--- src/rtl/sliced_logic_unit.sv ---
// sliced_logic_unit: bitwise AND/OR/XOR/NOR evaluated one SLICE-bit lane per clock, LSB lane first
// Ports: clk, reset (async, active-high); in_valid/in_ready, op, a, b accept an operation;
//        out_valid/out_ready hand off result and zero; busy is high while lanes are being computed.
module sliced_logic_unit #(
   parameter int WIDTH = 32,
   parameter int SLICE = 4
) (
   input  logic             clk,
   input  logic             reset,
   input  logic             in_valid,
   output logic             in_ready,
   input  logic [1:0]       op,
   input  logic [WIDTH-1:0] a,
   input  logic [WIDTH-1:0] b,
   output logic             out_valid,
   input  logic             out_ready,
   output logic [WIDTH-1:0] result,
   output logic             zero,
   output logic             busy
);
   localparam int NSLICE = WIDTH / SLICE;
   localparam int CW = NSLICE > 1 ? $clog2(NSLICE) : 1;
   typedef enum logic [1:0] {IDLE, RUN, HOLD} state_t;
   state_t state_q, state_d;
   logic [CW-1:0] cnt_q, cnt_d;
   logic [WIDTH-1:0] a_q, a_d, b_q, b_d, result_q, result_d, full;
   logic [1:0] op_q, op_d;
   logic zero_q, zero_d, accept, last;
   assign full = op_q == 2'b00 ? a_q & b_q : op_q == 2'b01 ? a_q | b_q : op_q == 2'b10 ? a_q ^ b_q : ~(a_q | b_q);
   // HOLD accepts in the same cycle the result is consumed, allowing back-to-back operations
   assign in_ready = state_q == IDLE || (state_q == HOLD && out_ready);
   assign accept = in_valid && in_ready;
   assign last = cnt_q == CW'(NSLICE - 1);
   assign out_valid = state_q == HOLD;
   assign busy = state_q == RUN;
   assign result = result_q;
   assign zero = zero_q;
   always_comb begin
      state_d = state_q;
      cnt_d = cnt_q;
      a_d = a_q;
      b_d = b_q;
      op_d = op_q;
      result_d = result_q;
      if (accept) begin
         state_d = RUN;
         cnt_d = '0;
         a_d = a;
         b_d = b;
         op_d = op;
         result_d = '0;
      end else if (state_q == RUN) begin
         result_d[int'(cnt_q)*SLICE +: SLICE] = full[int'(cnt_q)*SLICE +: SLICE];
         cnt_d = last ? '0 : cnt_q + 1'b1;
         state_d = last ? HOLD : RUN;
      end else if (state_q == HOLD && out_ready) begin
         state_d = IDLE;
      end
      // result is unchanged while staying in HOLD, so this both sets zero on entry and holds it
      zero_d = state_d == HOLD && result_d == '0;
   end
   always_ff @(posedge clk or posedge reset) begin
      if (reset) begin
         state_q <= IDLE;
         cnt_q <= '0;
         a_q <= '0;
         b_q <= '0;
         op_q <= '0;
         result_q <= '0;
         zero_q <= 1'b0;
      end else begin
         state_q <= state_d;
         cnt_q <= cnt_d;
         a_q <= a_d;
         b_q <= b_d;
         op_q <= op_d;
         result_q <= result_d;
         zero_q <= zero_d;
      end
   end
endmodule

--- config.mk ---
export PLATFORM = sky130hd
export DESIGN_NAME = sliced_logic_unit
export DESIGN_NICKNAME = d
export VERILOG_FILES = /design/src/rtl/sliced_logic_unit.sv
export SDC_FILE = /design/constraint.sdc
export NUM_CORES = 1
export LEC_CHECK = 0
export CAP_MARGIN = 30
export CORE_MARGIN = 1.5
export CORE_UTILIZATION = 46
export CTS_CLUSTER_DIAMETER = 30
export DETAILED_ROUTE_END_ITERATION = 8
export PLACE_DENSITY = 0.7
export SYNTH_ARGS = -nofsm -noshare
export SYNTH_HDL_FRONTEND = slang
export SYNTH_SLANG_ARGS = --single-unit
--- constraint.sdc ---
create_clock -name clk -period 4.6 [get_ports clk]
set_clock_uncertainty 0.1 [all_clocks]
set_input_delay 0.92 -clock clk [delete_from_list [all_inputs] [get_ports clk]]
set_output_delay 0.92 -clock clk [all_outputs]
set_load 0.01 [all_outputs]
Yosys cells after proc, flatten, opt, wreduce, memory -nomap -nowiden --
Index checks and enable logic that the tools add are counted. W data, S select, Z words.
Operators by class: shifts and indexed selects 3, reduce and logical (&&, ||, !) cells 8, bitwise logic cells 4, $add $sub $neg 2, muxes and demuxes 13, equality and inequality tests 6
Operator list (number):
- $mux W32 | 5
- $neg A5 Y33 | 1
- $shift A4 B33 Y32 const A | 1
- $shiftx A4 B33 Y32 | 1
- $and A32 B32 Y32 | 1
- $bwmux W32 | 1
- $logic_not A32 Y1 | 1
- $not A32 Y32 | 1
- $or A32 B32 Y32 | 1
- $shiftx A32 B6 Y4 | 1
- $xor A32 B32 Y32 | 1
- $mux W3 | 3
- $mux W2 | 4
- $eq A2 B2 Y1 const B | 3
- $eq A2 B1 Y1 const B | 2
- $logic_not A2 Y1 | 2
- $add A3 B1 Y3 const B | 1
- $eq A3 B3 Y1 const B | 1
- $logic_and A1 B1 Y1 | 3
- $reduce_bool A2 Y1 | 1
- $logic_or A1 B1 Y1 | 1
Storage, ports and cells: bits in registers 104, word-level logic and storage cells 43, input port bits 70

Depth between registers and ports, before layout --
Gate-level depths: netlist of run 1.
depth in word-level cells 12, depth in mapped cells 13, depth with buffers taken out 10

Worst setup path after synthesis of run 1 --
OpenSTA, ideal clock, no wires.
path kind input to register, start point input out_ready, end point register zero_q, in the netlist zero, path slack 1695 ps, buffers on the path 0, data arrival time 2710 ps, stages 7, path through inv_1 -> a211oi_1 -> nor4_1 -> nand2_1 -> o21ai_0 -> or4_4 -> nor4_2
Between the ends: cells in the longest elaborated chain, start to end 6, elaborated cells on any way between the ends 10
RTL lines:
- start: declaration | line 16 | input logic out_ready,
- $logic_and A1 B1 Y1 | line 31 | assign in_ready = state_q == IDLE || (state_q == HOLD && out_ready);
- $logic_or A1 B1 Y1 | line 31
- $logic_and A1 B1 Y1 | line 32 | assign accept = in_valid && in_ready;
- $mux W32 | line 45 | if (accept) begin
- net result_d[14] | line 26 | logic [WIDTH-1:0] a_q, a_d, b_q, b_d, result_q, result_d, full;
- $logic_not A32 Y1 | line 60 | zero_d = state_d == HOLD && result_d == '0;
- $logic_and A1 B1 Y1 | line 60
- net zero_d | line 28 | logic zero_q, zero_d, accept, last;
- end signal: assignment | line 78 | zero_q <= zero_d;
- end: declaration | line 28
The timed path passes the listed nets, and every way through them passes these cells. A chain may end at the register's enable or synchronous reset.

Worst setup path after layout of run 1 --
start point register op_q[0], end point register zero_q, in the netlist zero
Between the ends: cells in the longest elaborated chain, start to end 11, elaborated cells on any way between the ends 13
RTL lines:
- start: declaration | line 27 | logic [1:0] op_q, op_d;
- start signal: assignment | line 76 | op_q <= op_d;
- $eq A2 B2 Y1 | line 29 | assign full = op_q == 2'b00 ? a_q & b_q : op_q == 2'b01 ? a_q | b_q : op_q == 2'b10 ? a_q ^ b_q : ~(a_q | b_q) ...
- $mux W32 (2 in a row) | line 29
- $mux W32 * | line 29
- $shiftx A32 B6 Y4 * | line 53 | result_d[int'(cnt_q)*SLICE +: SLICE] = full[int'(cnt_q)*SLICE +: SLICE];
- $shiftx A4 B33 Y32 * | line 53
- $bwmux W32 * | line 53
- $mux W32 * | line 52 | end else if (state_q == RUN) begin
- $mux W32 * | line 45
- $logic_not A32 Y1 * | line 60
- $logic_and A1 B1 Y1 * | line 60
- net zero_d | line 28
The timed path passes the listed nets; every way through them passes the cells marked *.

==> run metrics, run 1 <==
number of standard cells after synthesis=748; row cnt=44; number of gates resized after CTS=0; dominant cells by area after synthesis=sky130_fd_sc_hd__dfrtp_1 38%, sky130_fd_sc_hd__ha_1 19%, sky130_fd_sc_hd__o21ai_0 6.3%; fraction of the mapped netlist area in compound gates=15.0%; number of I/O port buffers=105; worst IR drop on VDD=316 µV; share of flip-flops with an asynchronous set or reset after synthesis=100%; crit-path max FO=84; antenna violations before repair=0; main combinational cell family by area after synthesis=adder cells; Final GP Congestion=0.808; vias in the first global route=5610; WS Path Type=flip-flop to flip-flop; warning count from the yosys run=0; Storage cell area=0.00261 mm²; residual DRC count=0; required time at the worst-slack endpoint=4.77 ns; hold_ws=0.410 ns; simple logic cell fraction of the synthesized area=15.2%; final-report hold violation count=0; area of the core=0.0146 mm²; total of hold buffers inserted after clock tree synthesis=0; initial core utilization=47.2%; Post-layout nets=1006; final worst path period need=3.55 ns; post-synthesis sequential area ratio=37.8%; area share of the largest cell type after synthesis=37.8%; worst slack after detailed placement=1.04 ns; Crit path largest cell delay=1.01 ns; Sinks on Clock Net=104; share of layout cells above drive strength 1=4.89%; xor and xnor fraction of the mapped netlist area=0%; critical path arrival=3.72 ns; combined buffer and inverter count along the critical path=1; clock tree from TritonCTS=yes; num ports=106; cell area after technology mapping=0.00688 mm²; average wire length per cell after detail routing=16.2 µm; Final HPWL DP=12100 µm; grt ovf=0; total via count in the routed design=5520; critical path endpoint category=flip-flop; unrepaired setup endpoints after global routing=false; first-pass iteration count of the detailed router=5; antenna fix cells=0; number of nets produced by synthesis=921; clock buffer depth=2; layout filler cell count=1285; total negative slack for setup checks=0 ns; pin count of the biggest net entering global routing=85; area overhead of the layout relative to synthesis=20.7%; predominant post-synthesis flop cell=sky130_fd_sc_hd__dfrtp_1; utilization of the core after routing=56.9%; CP delay by family, top=simple AND/OR/NAND/NOR gates; number of clock buffers inserted by TritonCTS=9; cell area power density=646 mW/mm²; adder-cell share of the synthesized area=18.7%; number of enable flip-flop cells after synthesis=0; max-cap violations=0; slew margin rel.=35.7%; path category of the worst min-delay check=flip-flop to flip-flop; cell taking the most area after synthesis=sky130_fd_sc_hd__dfrtp_1; Max Clock Freq=282 MHz; register bit count reported by yosys=104; routed via count divided by cell count=5.40; mux contribution to synthesized area=5.60%; number of max-slew violations in the final report=0; die width=125 µm; actual transition at the worst max-transition pin=0.956 ns; Synth top cells by count=112 x sky130_fd_sc_hd__nand2_1, 104 x sky130_fd_sc_hd__dfrtp_1, 103 x sky130_fd_sc_hd__ha_1; CP cell instances=buf_4 > mux2i_1 > o21ai_1 > nor4_1 > nor2_1 > a32o_1 > a211oi_1 > nand4_1 > nor4_2; outcome=finished, final reports clean; area of the multi-input gates=0.00377 mm²; Post-Syn Area per Cell=9.20 µm²; critical-path cell with the highest stage delay=sky130_fd_sc_hd__dfrtp_4; leakage power summed over all cells=0.00376 µW; Setup crit start kind=flip-flop; Setup Viol. Count Final=0; die boundary height=125 µm; final worst-path setup slack=1.05 ns; area of the die=0.0157 mm²; clock input transition at the sequential cells of the worst setup and hold paths=0.07 ns; wire length of the first global-routing pass=27400 µm; # H-tree levels=3; crit share post-route=77.2%; count of antenna-violating nets left after detailed routing=0; post-synthesis cell type count=59; Detailed Route WL=16600 µm; post-CTS setup buffers=0; worst skew pair latency=0.36 ns; library cell with the highest instance count after synthesis=sky130_fd_sc_hd__nand2_1; number of DRC violations after detailed-routing iteration 0=267; total power of the final layout=5370 µW; root buffer cell=sky130_fd_sc_hd__clkbuf_16; GRT Total Usage=21.9%
final cells by class:
class                           instances  area share, %
Clock inverter                          6          0.798
Sequential cell                       104           31.4
Inverter                               77           3.51
Tap cell                              184           2.77
Timing Repair Buffer                  112           13.3
Multi-Input combinational cell        529           45.4
Clock buffer                           10           2.88
flip-flops by register name (all words and copies together), names as in the netlist:
| signal | cells |
|---|---|
| zero | 1 |
| result | 32 |
| state_q | 2 |
| op_q | 2 |
| a_q | 32 |
| b_q | 32 |
| cnt_q | 3 |
power breakdown:
part,internal (µW),switching (µW)
sequential,1310,377
combinational,1220,1660
clock,438,367
total,2970,2400
final timing paths:
path	start	endpoint	slack (ns)	depth (start not counted)
min in group asynchronous	reset	result[16]	0.92	2
setup reg to reg	op_q[0]	zero	1.05	9
hold reg to reg	result[27]	result[27]	0.41	2
max in group asynchronous	reset	b_q[29]	2.60	3
hold / removal	result[27]	result[27]	0.41	2
setup / recovery	op_q[0]	zero	1.05	9
cells in the final DEF (no fill, tap or decap), types with 3 or more instances in the layout:
cell,n
sky130_fd_sc_hd__nand2_1,112
sky130_fd_sc_hd__clkdlybuf4s50_1,105
sky130_fd_sc_hd__ha_1,103
sky130_fd_sc_hd__dfrtp_1,103
sky130_fd_sc_hd__o21ai_0,86
sky130_fd_sc_hd__inv_1,75
sky130_fd_sc_hd__nor2_1,38
sky130_fd_sc_hd__mux2i_1,25
sky130_fd_sc_hd__a21oi_1,22
sky130_fd_sc_hd__a211oi_1,19
sky130_fd_sc_hd__nand2b_1,9
sky130_fd_sc_hd__and2_1,9
sky130_fd_sc_hd__clkbuf_16,9
sky130_fd_sc_hd__nand3_1,8
sky130_fd_sc_hd__nor4_1,7
sky130_fd_sc_hd__o21ai_1,7
sky130_fd_sc_hd__buf_4,7
sky130_fd_sc_hd__nor2b_1,6
sky130_fd_sc_hd__or2_1,6
sky130_fd_sc_hd__o31ai_1,6
sky130_fd_sc_hd__mux2_1,5
sky130_fd_sc_hd__a32oi_1,4
sky130_fd_sc_hd__o211ai_1,4
sky130_fd_sc_hd__nor3_1,4
sky130_fd_sc_hd__a32o_1,4
sky130_fd_sc_hd__mux4_2,3
sky130_fd_sc_hd__or4_1,3
sky130_fd_sc_hd__and3_1,3
sky130_fd_sc_hd__clkinvlp_4,3
cells by family (layout without fill, tap and decap cells):
logic type / after synthesis / count (layout)
AOI/OAI and AO/OA: 170 / 170
adders and majority gates: 103 / 103
buffers and inverters: 115 / 205
DFF: 104 / 104
muxes: 34 / 34
and+or+nand+nor: 222 / 222
tightest hold or removal path, cell delays in order (launching register included):
cell and delay [ns]:
sky130_fd_sc_hd__dfrtp_1 0.35, sky130_fd_sc_hd__nand2_1 0.05, sky130_fd_sc_hd__o31ai_1 0.08
per-layer routing:
layer	GRT usage [%]	share of wire [%]	wire, µm
met3	2.57	3.5	584
met2	38.3	49	8180
met5	0	0	0
met1	27.0	44	7320
met4	10.5	2.8	470
per-stage QoR:
step                cell area [µm²]  cells
floorplan                      6880    748
detailed placement             8000   1006
finish                         8310   1022
global placement               8000   1006
CTS                            8310   1022
global route                   8310   1022
Note: power is estimated with default switching activity, not from simulation.
==> inputs of run 2 (changes only) <==
==> constraint.sdc (replaced) <==
create_clock -name clk -period 3.6 [get_ports clk]
set_clock_uncertainty 0.1 [all_clocks]
set_input_delay 0.72 -clock clk [delete_from_list [all_inputs] [get_ports clk]]
set_output_delay 0.72 -clock clk [all_outputs]
set_load 0.01 [all_outputs]
==> run 2 against run 1 <==
  * First-iteration DRC count up 14%
  * Sequential share of layout area down 0.46 points
  * Hold slack better by 0.0074 ns
  * Cell area up 1.5%
  * Non-clock buffer count up 15
  * Final cell count up 1.4%
  * Critical endpoint unchanged
==> run metrics, run 2 (synthesized netlist as in run 1, its figures left out) <==
outcome=finished, final reports clean; total of hold buffers inserted after clock tree synthesis=0 (unchanged); total negative slack for setup checks=0 ns (unchanged); Reg-to-Reg Start=op_q[0]; max-cap violations=0 (unchanged); row cnt=44 (unchanged); critical path arrival=3.45 ns (-0.27 ns); Crit path largest cell delay=0.79 ns (-0.22 ns); critical-path cell with the highest stage delay=sky130_fd_sc_hd__dfrtp_4; Final HPWL DP=12500 µm (+3.8%); sequential group share of total power=29.9% (-1.4 points); number of clock buffers inserted by TritonCTS=9 (unchanged); Crit path depth=8 (-1); crit-path max FO=51 (-39%); number of gates resized after CTS=0 (unchanged); Hold Path Sink=result[27]; first-pass iteration count of the detailed router=4 (-1); count of antenna-violating nets left after detailed routing=0 (unchanged); layout filler cell count=1289 (+0.31%); R2R Path End=zero; combined buffer and inverter count along the critical path=0 (-1); slew margin rel.=47.7% (+12 points); crit share post-route=91.6% (+14 points); routed via count divided by cell count=5.35 (-0.94%); Storage cell area=0.00261 mm² (unchanged); Detailed Route WL=16600 µm (+0.54%); combinational cell fraction of total power=55.5% (+1.8 points); required time at the worst-slack endpoint=3.76 ns (-1.01 ns); # H-tree levels=3 (unchanged); Post-layout nets=1021 (+1.5%); antenna fix cells=0 (unchanged); net switching component of the power=3100 µW (+29%); Setup Viol. Count Final=0 (unchanged); initial core utilization=47.2% (unchanged); GRT Total Usage=22.1% (+0.17 points); total power of the final layout=7060 µW (+32%); highest-count cells in the layout ignoring fill and taps=112 x sky130_fd_sc_hd__nand2_1, 105 x sky130_fd_sc_hd__clkdlybuf4s50_1, 103 x sky130_fd_sc_hd__ha_1, 103 x sky130_fd_sc_hd__dfrtp_1, 86 x sky130_fd_sc_hd__o21ai_0; die boundary height=125 µm (unchanged); R2R cell count=8 (-1); register-to-register setup slack=0.30 ns (-0.75 ns); leakage power summed over all cells=0.00384 µW (+2.0%); Sw Ratio=43.8% (-0.91 points); vias in the first global route=5654 (+0.78%); Setup crit start kind=flip-flop; number of I/O port buffers=105 (unchanged); area of the multi-input gates=0.00377 mm² (unchanged); pin count of the biggest net entering global routing=92 (+8.2%); share of layout cells above drive strength 1=6.10% (+1.2 points); number of DRC violations after detailed-routing iteration 0=305 (+14%); critical path endpoint category=flip-flop; P_int=3970 µW (+34%); total via count in the routed design=5543 (+0.42%); clock input transition at the sequential cells of the worst setup and hold paths=0.07 ns (about the same); final-report hold violation count=0 (unchanged); hold_ws=0.417 ns (+0.00735 ns); average wire length per cell after detail routing=16.1 µm (-0.82%); area of the core=0.0146 mm² (unchanged); die width=125 µm (unchanged); cell area power density=838 mW/mm² (+30%); clock power share=14.6% (-0.4 points); actual transition at the worst max-transition pin=0.785 ns (-0.171 ns); grt ovf=0 (unchanged); number of max-slew violations in the final report=0 (unchanged); clock buffer depth=2 (unchanged); Worst Hold Depth=2 (unchanged); worst IR drop on VDD=359 µV (+13%); WS Path Type=flip-flop to flip-flop; area of the die=0.0157 mm² (unchanged); post-CTS setup buffers=0 (unchanged); Final GP Congestion=0.926 (+15%); CP cell instances=mux2i_1 > o22ai_1 > o31ai_1 > and4_1 > o21ai_0 > nor3_1 > nand4b_1 > nor4_2; origin of the worst min-delay path=result[27]; num ports=106 (unchanged); antenna violations before repair=0 (unchanged); area overhead of the layout relative to synthesis=22.5%; leading cell type in the layout, fill and taps excluded=sky130_fd_sc_hd__nand2_1; final worst path period need=3.30 ns (-0.251 ns); wire length of the first global-routing pass=27700 µm (+0.91%); residual DRC count=0 (unchanged); unrepaired setup endpoints after global routing=false; Max Clock Freq=303 MHz (+7.6%); root buffer cell=sky130_fd_sc_hd__clkbuf_16; CP delay by family, top=simple AND/OR/NAND/NOR gates; Sinks on Clock Net=104 (unchanged); clock tree from TritonCTS=yes; worst slack after detailed placement=0.342 ns (-0.694 ns); final worst-path setup slack=0.302 ns (-0.749 ns); path category of the worst min-delay check=flip-flop to flip-flop; worst skew pair latency=0.35 ns (about the same)
-- run 2: changes by cell type in the layout (fill, tap and decap cells not counted), sizes merged --
cell	before	now
bufinv	1	2
inv	78	77
clkbuf	10	12
buf	7	22
clkinv	1	0
clkinvlp	3	1
-- run 2: area by class of cell --
class,count,area share [%]
clock inverter,3,0.801
timing repair buffer,127,14.6
tap,184,2.73
multi-input combinational,529,44.7
inverter,77,3.46
clock buffer,12,2.80
sequential,104,30.9
-- run 2: metal layers --
layer  track usage (%)  wire (µm)
met5                 0          0
met4              9.56        456
met3              3.08        566
met2              39.4       8460
met1              26.5       7160
-- run 2: stage by stage --
step,util [%],cells,instance area (µm²)
5_1_grt,57.8,1036,8430
3_5_place_dp,55.7,1021,8130
4_1_cts,57.8,1036,8430
3_3_place_gp,55.7,1021,8130
6_report,57.8,1036,8430
2_1_floorplan,-,748,6880
-- run 2: power by group through the flow --
stage	combinational, µW	sequential, µW	clock [µW]
4_1_cts	3930	2110	1050
3_5_place_dp	3890	2130	0
3_3_place_gp	3740	2100	0
2_1_floorplan	2750	1980	0
6_report	3920	2110	1030
5_1_grt	4430	2190	1100
-- run 2: worst min-delay path, delay by kind of cell (launching register included) --
kind / cells / cell delay, ns
AND/OR/NAND/NOR: 1 / 0.05
AO/OA/AOI/OAI: 1 / 0.07
flip-flops: 1 / 0.35
-- run 2: how the worst max path moves through the flow --
stage | start | endpoint | slack, ns
floorplan | reset | a_q[0] | 0.05
global placement | out_ready | b_q[28] | 0.45
detailed placement | op_q[0] | zero | 0.34
CTS | op_q[0] | zero | 0.33
global route | op_q[0] | zero | 0.03
finish | op_q[0] | zero | 0.30
==> inputs of run 3 (changes only) <==
--- a/config.mk
+++ b/config.mk
@@ -5,12 +5,13 @@
 export SDC_FILE = /design/constraint.sdc
 export NUM_CORES = 1
 export LEC_CHECK = 0
+export ABC_AREA = 1
 export CAP_MARGIN = 30
 export CORE_MARGIN = 1.5
 export CORE_UTILIZATION = 46
 export CTS_CLUSTER_DIAMETER = 30
 export DETAILED_ROUTE_END_ITERATION = 8
-export PLACE_DENSITY = 0.7
+export DONT_BUFFER_PORTS = 1
 export SYNTH_ARGS = -nofsm -noshare
 export SYNTH_HDL_FRONTEND = slang
 export SYNTH_SLANG_ARGS = --single-unit
==> run 3 against run 2 <==
  * Register-to-register slack better by 0.37 ns
  * Critical endpoint unchanged
  * Largest power group unchanged
  * Via count is 3.2% higher
  * Utilization is 7.7 points lower
  * Non-clock buffer count is 110 lower
==> run metrics, run 3 <==
outcome=finished, final reports clean; post-synthesis cell type count=29 (-51%); worst IR drop on VDD=315 µV (-12%); area share of the largest cell type after synthesis=36.4% (-1.4 points); area of the multi-input gates=0.00378 mm² (+0.23%); share of layout cells above drive strength 1=6.18% (+0.080 points); critical path endpoint category=flip-flop; Sinks on Clock Net=104 (unchanged); root buffer cell=sky130_fd_sc_hd__clkbuf_16; crit-path max FO=13 (-75%); critical path arrival=3.11 ns (-0.34 ns); clock buffer depth=2 (unchanged); area overhead of the layout relative to synthesis=6.73%; Post-layout nets=1106 (+8.3%); Detailed Route WL=16600 µm (about the same); crit share post-route=81.4% (-10 points); dominant cells by area after synthesis=sky130_fd_sc_hd__dfrtp_1 36%, sky130_fd_sc_hd__ha_1 18%, sky130_fd_sc_hd__nand2_1 13%; wire length of the first global-routing pass=28200 µm (+2.0%); slew margin rel.=60.4% (+13 points); vias in the first global route=5573 (-1.4%); number of nets produced by synthesis=1120 (+22%); # H-tree levels=3 (unchanged); worst skew pair latency=0.36 ns (about the same); routed via count divided by cell count=5.08 (-5.0%); CP cell instances=inv_2 > ha_1 > inv_1 > nand3_1 > nor4_2 > a21oi_1 > nor3_1 > nand2_1 > nor2_1 > nand3_1 > nor2_1; number of I/O port buffers=0 (-100%); Storage cell area=0.00260 mm² (-0.14%); die width=128 µm (+1.8%); number of clock buffers inserted by TritonCTS=9 (unchanged); share of flip-flops with an asynchronous set or reset after synthesis=100% (unchanged); number of gates resized after CTS=0 (unchanged); register bit count reported by yosys=104 (unchanged); antenna violations before repair=0 (unchanged); library cell with the highest instance count after synthesis=sky130_fd_sc_hd__nand2_1; Post-Syn Area per Cell=7.54 µm² (-18%); GRT Total Usage=21.8% (-0.24 points); required time at the worst-slack endpoint=3.78 ns (+0.02 ns); highest-count cells in the layout ignoring fill and taps=250 x sky130_fd_sc_hd__nand2_1, 134 x sky130_fd_sc_hd__inv_1, 114 x sky130_fd_sc_hd__o21ai_0; number of standard cells after synthesis=947 (+27%); total negative slack for setup checks=0 ns (unchanged); first-pass iteration count of the detailed router=5 (+1); Synth top cells by count=250 x sky130_fd_sc_hd__nand2_1, 136 x sky130_fd_sc_hd__inv_1, 114 x sky130_fd_sc_hd__o21ai_0; actual transition at the worst max-transition pin=0.589 ns (-0.196 ns); Reg-to-Reg Start=cnt_q[0]; clock input transition at the sequential cells of the worst setup and hold paths=0.07 ns (about the same); initial core utilization=47.0% (-0.19 points); register-to-register setup slack=0.67 ns (+0.37 ns); finished layout cell area=0.00762 mm² (-9.6%); critical-path cell with the highest stage delay=sky130_fd_sc_hd__dfrtp_1; count of antenna-violating nets left after detailed routing=0 (unchanged); leading cell type in the layout, fill and taps excluded=sky130_fd_sc_hd__nand2_1; R2R cell count=11 (+3); cell area power density=915 mW/mm² (+9.2%); Final GP Congestion=0.807 (-13%); num ports=106 (unchanged); max-cap violations=0 (unchanged); die boundary height=128 µm (+1.8%); Crit path largest cell delay=0.58 ns (-0.21 ns); combined buffer and inverter count along the critical path=2 (+2); pin count of the biggest net entering global routing=134 (+46%); cell area after technology mapping=0.00714 mm² (+3.8%); number of enable flip-flop cells after synthesis=0 (unchanged); number of DRC violations after detailed-routing iteration 0=381 (+25%); residual DRC count=0 (unchanged); warning count from the yosys run=0 (unchanged); layout filler cell count=1560 (+21%); clock tree from TritonCTS=yes; area of the die=0.0163 mm² (+3.7%); Max Clock Freq=341 MHz (+13%); total via count in the routed design=5721 (+3.2%); grt ovf=0 (unchanged); Setup Viol. Count Final=0 (unchanged); path category of the worst min-delay check=input port to asynchronous set/reset pin; Setup crit start kind=flip-flop; total cell area at the placement stage=0.00733 mm² (-9.8%); predominant post-synthesis flop cell=sky130_fd_sc_hd__dfrtp_1; R2R Path End=zero; leakage power summed over all cells=0.00420 µW (+9.4%); final worst path period need=2.93 ns (-0.367 ns); total of hold buffers inserted after clock tree synthesis=0 (unchanged); cell taking the most area after synthesis=sky130_fd_sc_hd__dfrtp_1; average wire length per cell after detail routing=14.8 µm (-8.1%); number of max-slew violations in the final report=0 (unchanged); CP delay by family, top=simple AND/OR/NAND/NOR gates; antenna fix cells=0 (unchanged); post-synthesis sequential area ratio=36.4% (-1.4 points); area of the core=0.0152 mm² (+4.2%); row cnt=45 (+2.3%); unrepaired setup endpoints after global routing=false; Final HPWL DP=11900 µm (-5.0%); WS Path Type=flip-flop to flip-flop; final-report hold violation count=0 (unchanged); post-CTS setup buffers=0 (unchanged)
[run 3: changes by cell type in the layout (fill, tap and decap cells not counted), sizes merged, moves of 11 or more]
cell / delta
mux2i: -25
o21ai: +26
nand3: +88
nor2: -14
a211oi: -19
nand2: +139
clkdlybuf4s50: -105
inv: +70
and2: -11
[run 3: area by class of cell]
cell class | count | share of cell area (%)
multi-input combinational | 653 | 49.6
sequential | 104 | 34.1
inverter | 148 | 7.34
clock buffer | 12 | 3.50
tap | 188 | 3.09
timing repair buffer | 17 | 2.00
clock inverter | 4 | 0.345
[run 3: cell families (layout without fill, tap and decap cells)]
kind of cell	Yosys count	count (layout)	synth area share [%]
DFF	104	104	36.4
buffers and inverters	190	181	10.6
and+or+nand+nor	387	387	23.0
AOI/OAI and AO/OA	163	163	11.8
adders and majority gates	103	103	18.0
[run 3: worst max path at each step]
stage                        start     end  cells past startpoint
after floorplan              reset  a_q[0]                      1
after global placement     op_q[1]    zero                     19
after detailed placement   op_q[1]    zero                     19
after CTS                  op_q[1]    zero                     19
after global routing       op_q[1]    zero                     19
final                     cnt_q[0]    zero                     11
[run 3: through the flow]
step / hold WS, ns / setup slack [ns] / instances / total power (µW) / utilization [%]
6_report: 0.183 / 0.669 / 1126 / 6970 / 50.1
5_1_grt: 0.219 / 0.375 / 1126 / 7820 / 50.1
4_1_cts: 0.195 / 0.739 / 1126 / 7060 / 50.1
3_5_place_dp: 0.466 / 0.756 / 1110 / 6040 / 48.2
3_3_place_gp: 0.472 / 0.762 / 1110 / 5980 / 48.2
2_1_floorplan: 0.398 / 0.0478 / 947 / 5040 / -
[run 3: power by group]
group	leakage (µW)	internal [µW]	switching, µW	total (µW)
Clock	0.000145	526	445	971
Sequential	0.00133	1690	422	2110
Combinational	0.00273	1340	2550	3890
Total	0.00420	3560	3410	6970
[run 3: routing by layer]
| layer | GRT usage, % | vias to the layer above | wire length [µm] |
|---|---|---|---|
| met4 | 4.69 | 0 | 182 |
| li1 | - | 2968 | - |
| met1 | 29.7 | 2631 | 8050 |
| met3 | 4.31 | 11 | 641 |
| met2 | 36.2 | 111 | 7760 |
| met5 | 0 | - | 0 |
[run 3: worst reg2reg max path: cells and delay by family (launching register included)]
family | cells | cell delay, ns
simple gates | 7 | 1.32
buf+inv | 2 | 0.27
compound gates | 1 | 0.20
fa+ha+maj | 1 | 0.40
flops | 1 | 0.58
